## src/rtl/operand_fetch_ctrl.sv

```systemverilog
// operand_fetch_ctrl
// Stage-1 operand fetch sequencer. Takes one request at a time and
// resolves it into a 32-bit operand for stage 2. The operand comes from
// a RAM read, an input-device read (with timeout), a zero-extended
// constant, or an error result for the illegal select.
//
// Ports:
//   clk, reset_n                    clock, synchronous active-low reset
//   req_valid/req_ready             request handshake
//   req_mblock[1:0], req_source[7:0]  source select and source field
//   ram_rd_en, ram_address, ram_rd_ack, ram_value    RAM read handshake
//   io_rd_en, io_device_id, io_rd_ack, io_value      device read handshake
//   out_valid/out_ready, vr_value, out_error         result to stage 2
//   err_count                       saturating count of error results
//
// state    | meaning
// ---------+----------------------------------------------------------
// IDLE     | no request in flight, ready for a new one
// RAM_WAIT | ram_rd_en held high, waiting for ram_rd_ack
// IO_WAIT  | io_rd_en held high, waiting for io_rd_ack or timeout
// HOLD     | result presented to stage 2 until consumed

module operand_fetch_ctrl #(
  parameter int IO_TIMEOUT = 15
) (
  input  logic        clk,
  input  logic        reset_n,
  input  logic        req_valid,
  output logic        req_ready,
  input  logic [1:0]  req_mblock,
  input  logic [7:0]  req_source,
  output logic        ram_rd_en,
  output logic [15:0] ram_address,
  input  logic        ram_rd_ack,
  input  logic [31:0] ram_value,
  output logic        io_rd_en,
  output logic [7:0]  io_device_id,
  input  logic        io_rd_ack,
  input  logic [31:0] io_value,
  output logic        out_valid,
  input  logic        out_ready,
  output logic [31:0] vr_value,
  output logic        out_error,
  output logic [15:0] err_count
);

  localparam logic [1:0] IDLE     = 2'd0;
  localparam logic [1:0] RAM_WAIT = 2'd1;
  localparam logic [1:0] IO_WAIT  = 2'd2;
  localparam logic [1:0] HOLD     = 2'd3;

  localparam logic [1:0] SEL_RAM   = 2'd0;
  localparam logic [1:0] SEL_ILLEG = 2'd1;
  localparam logic [1:0] SEL_IO    = 2'd2;
  localparam logic [1:0] SEL_CONST = 2'd3;

  localparam logic [7:0] IO_LAST = 8'(IO_TIMEOUT - 1);

  logic [1:0] state;
  logic [7:0] src_q;
  logic [7:0] io_cnt;
  logic       accept;

  // A result in HOLD can be replaced in the same cycle it is consumed.
  assign req_ready    = (state == IDLE) || ((state == HOLD) && out_ready);
  assign accept       = req_valid && req_ready;
  assign ram_address  = {8'h00, src_q};
  assign io_device_id = src_q;

  always_ff @(posedge clk) begin
    if (!reset_n) begin
      state     <= IDLE;
      src_q     <= 8'h00;
      io_cnt    <= 8'h00;
      ram_rd_en <= 1'b0;
      io_rd_en  <= 1'b0;
      out_valid <= 1'b0;
      out_error <= 1'b0;
      vr_value  <= 32'h0;
      err_count <= 16'h0;
    end else begin
      case (state)
        IDLE, HOLD: begin
          if (state == HOLD && out_ready) begin
            out_valid <= 1'b0;
            state     <= IDLE;
          end
          // Acceptance overrides the plain drain above.
          if (accept) begin
            src_q <= req_source;
            case (req_mblock)
              SEL_RAM: begin
                state     <= RAM_WAIT;
                ram_rd_en <= 1'b1;
                out_valid <= 1'b0;
              end
              SEL_IO: begin
                state     <= IO_WAIT;
                io_rd_en  <= 1'b1;
                io_cnt    <= 8'h00;
                out_valid <= 1'b0;
              end
              SEL_CONST: begin
                state     <= HOLD;
                vr_value  <= {24'h0, req_source};
                out_error <= 1'b0;
                out_valid <= 1'b1;
              end
              SEL_ILLEG: begin
                state     <= HOLD;
                vr_value  <= 32'h0;
                out_error <= 1'b1;
                out_valid <= 1'b1;
                if (err_count != 16'hFFFF) err_count <= err_count + 16'h1;
              end
              default: ;
            endcase
          end
        end
        RAM_WAIT: begin
          if (ram_rd_ack) begin
            vr_value  <= ram_value;
            out_error <= 1'b0;
            ram_rd_en <= 1'b0;
            out_valid <= 1'b1;
            state     <= HOLD;
          end
        end
        IO_WAIT: begin
          // Ack is checked first so an ack on the last cycle is not a timeout.
          if (io_rd_ack) begin
            vr_value  <= io_value;
            out_error <= 1'b0;
            io_rd_en  <= 1'b0;
            out_valid <= 1'b1;
            state     <= HOLD;
          end else if (io_cnt == IO_LAST) begin
            vr_value  <= 32'h0;
            out_error <= 1'b1;
            io_rd_en  <= 1'b0;
            out_valid <= 1'b1;
            state     <= HOLD;
            if (err_count != 16'hFFFF) err_count <= err_count + 16'h1;
          end else begin
            io_cnt <= io_cnt + 8'h1;
          end
        end
        default: state <= IDLE;
      endcase
    end
  end

endmodule

```

## config.mk

```make
export PLATFORM = sky130hd
export DESIGN_NAME = operand_fetch_ctrl
export DESIGN_NICKNAME = d
export VERILOG_FILES = /design/src/rtl/operand_fetch_ctrl.sv
export SDC_FILE = /design/constraint.sdc
export NUM_CORES = 1
export LEC_CHECK = 0
export ABC_AREA = 1
export BUFFER_PORTS_ARGS = -buffer_cell sky130_fd_sc_hd__buf_4
export CAP_MARGIN = 25
export CORE_MARGIN = 4
export CORE_UTILIZATION = 49
export CTS_CLUSTER_DIAMETER = 40
export DETAILED_ROUTE_END_ITERATION = 10
export PLACE_DENSITY = 0.82
export RECOVER_POWER = 25
export SYNTH_ARGS = -nofsm -noshare
export SYNTH_HDL_FRONTEND = slang
export SYNTH_SLANG_ARGS = --single-unit
```

## constraint.sdc

```tcl
create_clock -name clk -period 2.35 [get_ports clk]
set_input_delay 0.1175 -clock clk [delete_from_list [all_inputs] [get_ports clk]]
set_output_delay 0.1175 -clock clk [all_outputs]
set_load 0.02 [all_outputs]
```

==> flow_summary_export.csv, run 1 <==
group,metric,value,unit
timing,unrepaired_setup_endpoints_after_global_routing,"false",
worst_hold_path,min-delay-start,"req_source[2]",
worst_hold_path,holdPathStages,3,
timing,fin_tns_setup,0,ns
routing,drtAntennaViolNets,0,
routing,vias,4424,
setup_path,cell_occurring_most_often_along_the_worst_timing_path,"sky130_fd_sc_hd__nor2_1",
synth,syn-mean-instance-area,6.39,sq um
synth,synth_compound_gate_area_share,10.6,%
power_and_ir_drop,max-vdd-ir-drop,0.642,mV
synth,postSynthRegisterBits,70,
clock_tree,h-tree-depth,3,
setup_path,worstSetupStartpointType,"register",
floorplanning,top_level_ports,157,
timing,max_frequency,473,MHz
place,io_buffers,148,
place,detailed_place_hpwl,8670,microns
finish,share_of_post_route_cells_with_drive_strength_above_1,20.1,%
grt,grt_use_total,23.7,%
synth,synth_area,4060,sq um
synth,synth_adder_area_share,2.16,%
grt,globalRoute.totalOverflow,0,
synth,post-synth-top-area-cell,"sky130_fd_sc_hd__dfxtp_1",
finish,layout_common_cells,"222 x sky130_fd_sc_hd__nand2_1, 121 x sky130_fd_sc_hd__buf_4, 86 x sky130_fd_sc_hd__nor2_1, 70 x sky130_fd_sc_hd__dfxtp_1, 48 x sky130_fd_sc_hd__a21oi_1",
synth,ys_warn_count,0,
finish,number_of_diodes_added_for_antenna_fixing,0,
finish,register_area,1400,sq um
clock_tree,path_clk_slew,0.08,ns
grt,grt_first_pass_wirelength,19300,microns
timing,setup_violations,0,
floorplanning,die_width,99.0,microns
setup_path,reg2reg_slack,0.24,ns
timing,worst_slew_pin_slew,0.589,ns
timing,fin_skew,0.0118,ns
clock_tree,clk-insertion-delay-late,0.35,ns
place,detailed_place.area,5080,sq um
synth,synth_cells,635,
setup_path,critPathMaxFanout,12,
clock_tree,hold_buf_count_cts,0,
setup_path,reg2reg_from,"state[0]",
clock_tree,post_cts_resized,0,
routing,via_cell_ratio,5.10,
clock_tree,cts.sinks,70,
setup_path,required_time_of_the_critical_path,2.58,ns
finish,final_area,5190,sq um
power_and_ir_drop,p_leak,2.46,nW
routing,totalWireLength,11800,microns
outcome,outcome,"finished clean",
clock_tree,clock_path_buffers,2,
synth,yosysSeqAreaShare,34.6,%
timing,final_min_period_over_clock_period,90.0,%
grt,grt_max_degree,44,
synth,synth_top_cells_by_area,"sky130_fd_sc_hd__dfxtp_1 35%, sky130_fd_sc_hd__nand2_1 21%, sky130_fd_sc_hd__nor2_1 8.0%, sky130_fd_sc_hd__a21oi_1 5.9%, sky130_fd_sc_hd__nand4_1 4.2%",
timing,finalHoldViolCount,0,
setup_path,r2r_cells,9,
timing,timing.final.max_slew_violations,0,
timing,timing.slew.headroom,60.7,%
synth,synthDominantCellAreaShare,34.6,%
synth,distinct_cell_type_count_of_the_synthesized_netlist,33,
synth,synth_xor_area_share,2.16,%
finish,syn_to_final_growth,27.9,%
grt,number_of_global_route_vias_before_repair,4244,
timing,min_period,2.11,ns
routing,first_iter_violations,259,
floorplanning,core_area,7890,sq um
setup_path,critPathSlowestCell,"sky130_fd_sc_hd__dfxtp_1",
setup_path,cells_along_the_critical_path,"inv_1 -> ha_1 -> buf_4 -> nor2_1 -> nand2_1 -> o21ai_2 -> nand4_1 -> o21ai_0 -> nor2_1",
finish,nets_final,848,
clock_tree,tritoncts,"yes",
worst_hold_path,worst_hold_path_type,"in -> reg",
synth,synthSimpleGateAreaFrac,38.8,%
clock_tree,post-cts-setup-buffer-count,0,
grt,grt_antenna_before_repair,0,
floorplanning,initial_utilization,51.4,%
job,timing.max_cap.violations,0,
finish,nFillCells,731,
setup_path,crit_type,"reg -> reg",
floorplanning,die_area,9800,sq um
finish,mostFrequentLayoutCell,"sky130_fd_sc_hd__nand2_1",
setup_path,timing.rr.end,"io_cnt[2]",
synth,muxShareOfSynthArea,0,%
synth,main_combinational_cell_family_by_area_after_synthesis,"simple AND/OR/NAND/NOR gates",
routing,post_drt_wl_per_cell,13.6,microns
floorplanning,placementRows,32,
setup_path,crit_arrival,2.35,ns
worst_hold_path,worstHoldEndpoint,"io_device_id[2]",
finish,multi_input_area,2210,sq um
routing,drt_first_pass_iters,5,
clock_tree,cts_buffers,9,
setup_path,timing.critical_path.to_type,"register",
power_and_ir_drop,cellPowerDensity,1220,nW/um^2
floorplanning,die_h,99.0,microns
setup_path,cpPeakStageDelay,0.39,ns
place,finalWeightedCongestion,0.876,
routing,drcViolationCount,0,
clock_tree,clock-root-buffer,"sky130_fd_sc_hd__clkbuf_8",
[worst max-delay path, delay by kind of cell, from the launching register on]
| family | cells | cell delay, ns |
|---|---|---|
| fa+ha+maj | 1 | 0.34 |
| compound gates | 2 | 0.35 |
| flops | 1 | 0.39 |
| buf+inv | 2 | 0.28 |
| simple gates | 4 | 0.63 |
[where the power goes]
group | switching, mW | internal (mW)
sequential | 0.253 | 1.48
clock | 0.472 | 0.656
combinational | 2.33 | 1.16
[worst max path at each step]
stage          startpoint           end  slack [ns]  cells past startpoint
6_report         state[0]     io_cnt[2]        0.24                      9
5_1_grt          state[0]     out_error        0.08                      8
4_1_cts          state[0]  err_count[8]        0.28                      9
3_5_place_dp     state[0]     out_error        0.29                      8
3_3_place_gp     state[0]     out_error        0.39                      8
2_1_floorplan    state[0]     io_cnt[5]        0.60                     11
[cell type report]
class / instances / area share, %
clock buffers: 11 / 2.92
well taps: 102 / 2.46
flip-flops and latches: 70 / 27.0
clock inverters: 5 / 1.57
repair buffers: 155 / 20.0
multi-input cells: 478 / 42.6
inverters: 47 / 3.45
[metal layers]
layer / vias to the layer above / GRT usage (%) / part of all wire, %
li1: 2249 / - / -
met1: 1978 / 27.7 / 40
met2: 169 / 41.1 / 50
met3: 28 / 5.73 / 7.9
met4: 0 / 9.98 / 2.4
met5: - / 0 / 0
[flip-flops by register name (all words and copies together), names as in the netlist]
name          flops
ram_rd_en         1
state             2
io_device_id      8
io_rd_en          1
out_valid         1
out_error         1
io_cnt            8
err_count        16
vr_value         32
[Yosys cell counts, drive strengths merged]
cell / number
buf: 37
nand4: 27
nand3: 33
nand2: 227
a31o: 1
inv: 47
ha: 7
conb: 1
xnor2: 1
nor2: 89
a22o: 8
xor2: 9
o21ai: 15
a21oi: 50
dfxtp: 70
nor3b: 1
clkbuf: 10
nor3: 1
o211ai: 1
[cell families after synthesis]
logic type,after synthesis
AND/OR/NAND/NOR,378
flip-flops,70
buffers and inverters,94
other,1
adder cells (fa/ha/maj),7
XOR/XNOR,10
AO/OA/AOI/OAI,75
[stage by stage]
step / hold WS (ns) / util (%) / setup WS [ns] / power [mW] / std cells
2_1_floorplan: 0.282 / - / 0.600 / 4.38 / 642
3_3_place_gp: 0.412 / 64.4 / 0.386 / 5.21 / 852
3_5_place_dp: 0.415 / 64.4 / 0.292 / 5.31 / 852
4_1_cts: 0.0465 / 67.4 / 0.277 / 6.45 / 868
5_1_grt: 0.0602 / 65.8 / 0.0764 / 6.85 / 868
6_report: 0.0535 / 65.8 / 0.235 / 6.34 / 868
(Power assumes the default switching activity.)
==> run 2: changes to the inputs <==
--- a/config.mk
+++ b/config.mk
@@ -6,7 +6,7 @@
 export NUM_CORES = 1
 export LEC_CHECK = 0
 export ABC_AREA = 1
-export BUFFER_PORTS_ARGS = -buffer_cell sky130_fd_sc_hd__buf_4
+export BUFFER_PORTS_ARGS = -buffer_cell sky130_fd_sc_hd__buf_2
 export CAP_MARGIN = 25
 export CORE_MARGIN = 4
 export CORE_UTILIZATION = 49
==> flow_summary_export.csv, run 2 (synthesis gave the netlist of run 1 again) <==
group,metric,value,unit
outcome,outcome,"finished clean",
routing,first_iter_violations,151,
timing,unrepaired_setup_endpoints_after_global_routing,"false",
floorplanning,die_area,9800,sq um
timing,final_min_period_over_clock_period,87.8,%
clock_tree,cts.sinks,70,
finish,largest_register_ffs,32,
grt,grt_max_degree,44,
routing,via_cell_ratio,5.02,
floorplanning,core_area,7890,sq um
setup_path,cp.depth,9,
timing,fin_ws,0.286,ns
clock_tree,path_clk_slew,0.07,ns
setup_path,cells_along_the_critical_path,"inv_1 -> ha_1 -> buf_4 -> nor2_1 -> nand2_1 -> o21ai_2 -> nand4_1 -> o21ai_0 -> nor2_1",
setup_path,reg2reg_slack,0.29,ns
timing,fin_skew,0.00810,ns
setup_path,cell_occurring_most_often_along_the_worst_timing_path,"sky130_fd_sc_hd__nor2_1",
setup_path,reg2reg_from,"state[0]",
finish,layout.cells.non_filler,867,
clock_tree,hold_buf_count_cts,0,
power_and_ir_drop,p_leak,2.37,nW
clock_tree,cts_buffers,9,
setup_path,timing.critical_path.from,"state[0]",
routing,drt_first_pass_iters,5,
finish,mostFrequentLayoutCell,"sky130_fd_sc_hd__nand2_1",
setup_path,timing.critical_path.to_type,"register",
power_and_ir_drop,cellPowerDensity,1230,nW/um^2
finish,nFillCells,783,
grt,grt_antenna_before_repair,0,
clock_tree,post-cts-setup-buffer-count,0,
place,finalWeightedCongestion,0.874,
clock_tree,clock_path_buffers,2,
setup_path,critical_path_buf_inv_count,2,
grt,grt_first_pass_wirelength,18000,microns
place,io_buffers,148,
floorplanning,placementRows,32,
routing,post_drt_wl_per_cell,12.7,microns
worst_hold_path,worst_hold_path_type,"in -> reg",
timing,min_period,2.06,ns
floorplanning,die_h,99.0,microns
setup_path,cpPeakStageDelay,0.38,ns
floorplanning,top_level_ports,157,
finish,syn_to_final_growth,19.7,%
clock_tree,clock-root-buffer,"sky130_fd_sc_hd__clkbuf_8",
clock_tree,post_cts_resized,0,
finish,max_flop_register,"vr_value",
timing,timing.final.max_slew_violations,0,
routing,totalWireLength,11000,microns
timing,worst_slew_pin_slew,0.517,ns
routing,vias,4354,
timing,max_frequency,485,MHz
clock_tree,clk-insertion-delay-late,0.34,ns
grt,grt_use_total,22.3,%
floorplanning,die_width,99.0,microns
finish,biggestRegsByFlops,"vr_value: 32 flops, err_count: 16 flops",
finish,layout_common_cells,"222 x sky130_fd_sc_hd__nand2_1, 114 x sky130_fd_sc_hd__buf_2, 86 x sky130_fd_sc_hd__nor2_1, 70 x sky130_fd_sc_hd__dfxtp_1, 48 x sky130_fd_sc_hd__a21oi_1",
finish,number_of_diodes_added_for_antenna_fixing,0,
timing,setup_violations,0,
finish,share_of_post_route_cells_with_drive_strength_above_1,20.0,%
routing,drtAntennaViolNets,0,
place,post_place_cells,853,
routing,drcViolationCount,0,
setup_path,required_time_of_the_critical_path,2.58,ns
setup_path,worstSetupStartpointType,"register",
floorplanning,initial_utilization,51.4,%
setup_path,crit_type,"reg -> reg",
clock_tree,tritoncts,"yes",
timing,finalHoldViolCount,0,
setup_path,critPathSlowestCell,"sky130_fd_sc_hd__dfxtp_1",
setup_path,critPathCapture,"io_cnt[2]",
setup_path,critPathMaxFanout,12,
job,timing.max_cap.violations,0,
clock_tree,h-tree-depth,3,
setup_path,timing.rr.end,"io_cnt[2]",
grt,number_of_global_route_vias_before_repair,4137,
finish,nets_final,849,
place,detailed_place_hpwl,8160,microns
place,dp_slack,0.304,ns
setup_path,r2r_cells,9,
grt,globalRoute.totalOverflow,0,
setup_path,worst_path_dominant_cell_family,"simple AND/OR/NAND/NOR gates",
setup_path,crit_arrival,2.30,ns
timing,fin_worst_hold_slack,0.0468,ns
power_and_ir_drop,max-vdd-ir-drop,0.509,mV
timing,fin_tns_setup,0,ns
timing,timing.slew.headroom,65.5,%
[run 2: per-stage QoR]
stage	instance area (sq um)	total power [mW]	util (%)
after detailed placement	4720	5.10	59.8
after CTS	4900	6.04	62.1
after global placement	4720	5.00	59.8
after global routing	4850	6.51	61.5
final	4850	5.97	61.5
after floorplan	4080	4.38	-
[run 2: cell type report]
type / instances / area (sq um) / area share, %
sequential: 70 / 1400 / 28.9
timing repair buffer: 156 / 758 / 15.6
multi-input combinational: 478 / 2210 / 45.6
inverter: 47 / 179 / 3.69
clock inverter: 5 / 52.6 / 1.08
clock buffer: 9 / 124 / 2.55
tap: 102 / 128 / 2.63
[run 2: power breakdown]
group / switching (mW) / leakage [nW] / total (mW) / internal (mW)
Sequential: 0.240 / 0.570 / 1.72 / 1.48
Combinational: 2.31 / 1.71 / 3.34 / 1.03
Clock: 0.441 / 0.0907 / 0.914 / 0.473
Total: 2.99 / 2.37 / 5.97 / 2.98
[run 2: worst min-delay path by stage]
stage                        from              end  slack [ns]  cells after the start
floorplan           req_source[0]  io_device_id[0]        0.28                      2
global placement    req_source[6]  io_device_id[6]        0.41                      3
detailed placement  req_source[4]  io_device_id[4]        0.41                      3
CTS                 req_source[4]  io_device_id[4]        0.04                      3
global route        req_source[3]  io_device_id[3]        0.05                      3
finish              req_source[4]  io_device_id[4]        0.05                      3
[run 2: metal layers]
layer / vias to the layer above / wire length, microns / global-route usage (%)
met5: - / 0 / 0
met4: 0 / 217 / 8.82
met3: 21 / 758 / 5.80
met2: 142 / 5550 / 40.7
met1: 1945 / 4470 / 24.3
li1: 2246 / - / -
[run 2: worst reg2reg max path, delay by kind of cell (launching register included)]
family                   cells  cell delay (ns)
AND/OR/NAND/NOR              4             0.61
flip-flops                   1             0.38
adder cells (fa/ha/maj)      1             0.34
buffers and inverters        2             0.29
AO/OA/AOI/OAI                2             0.33
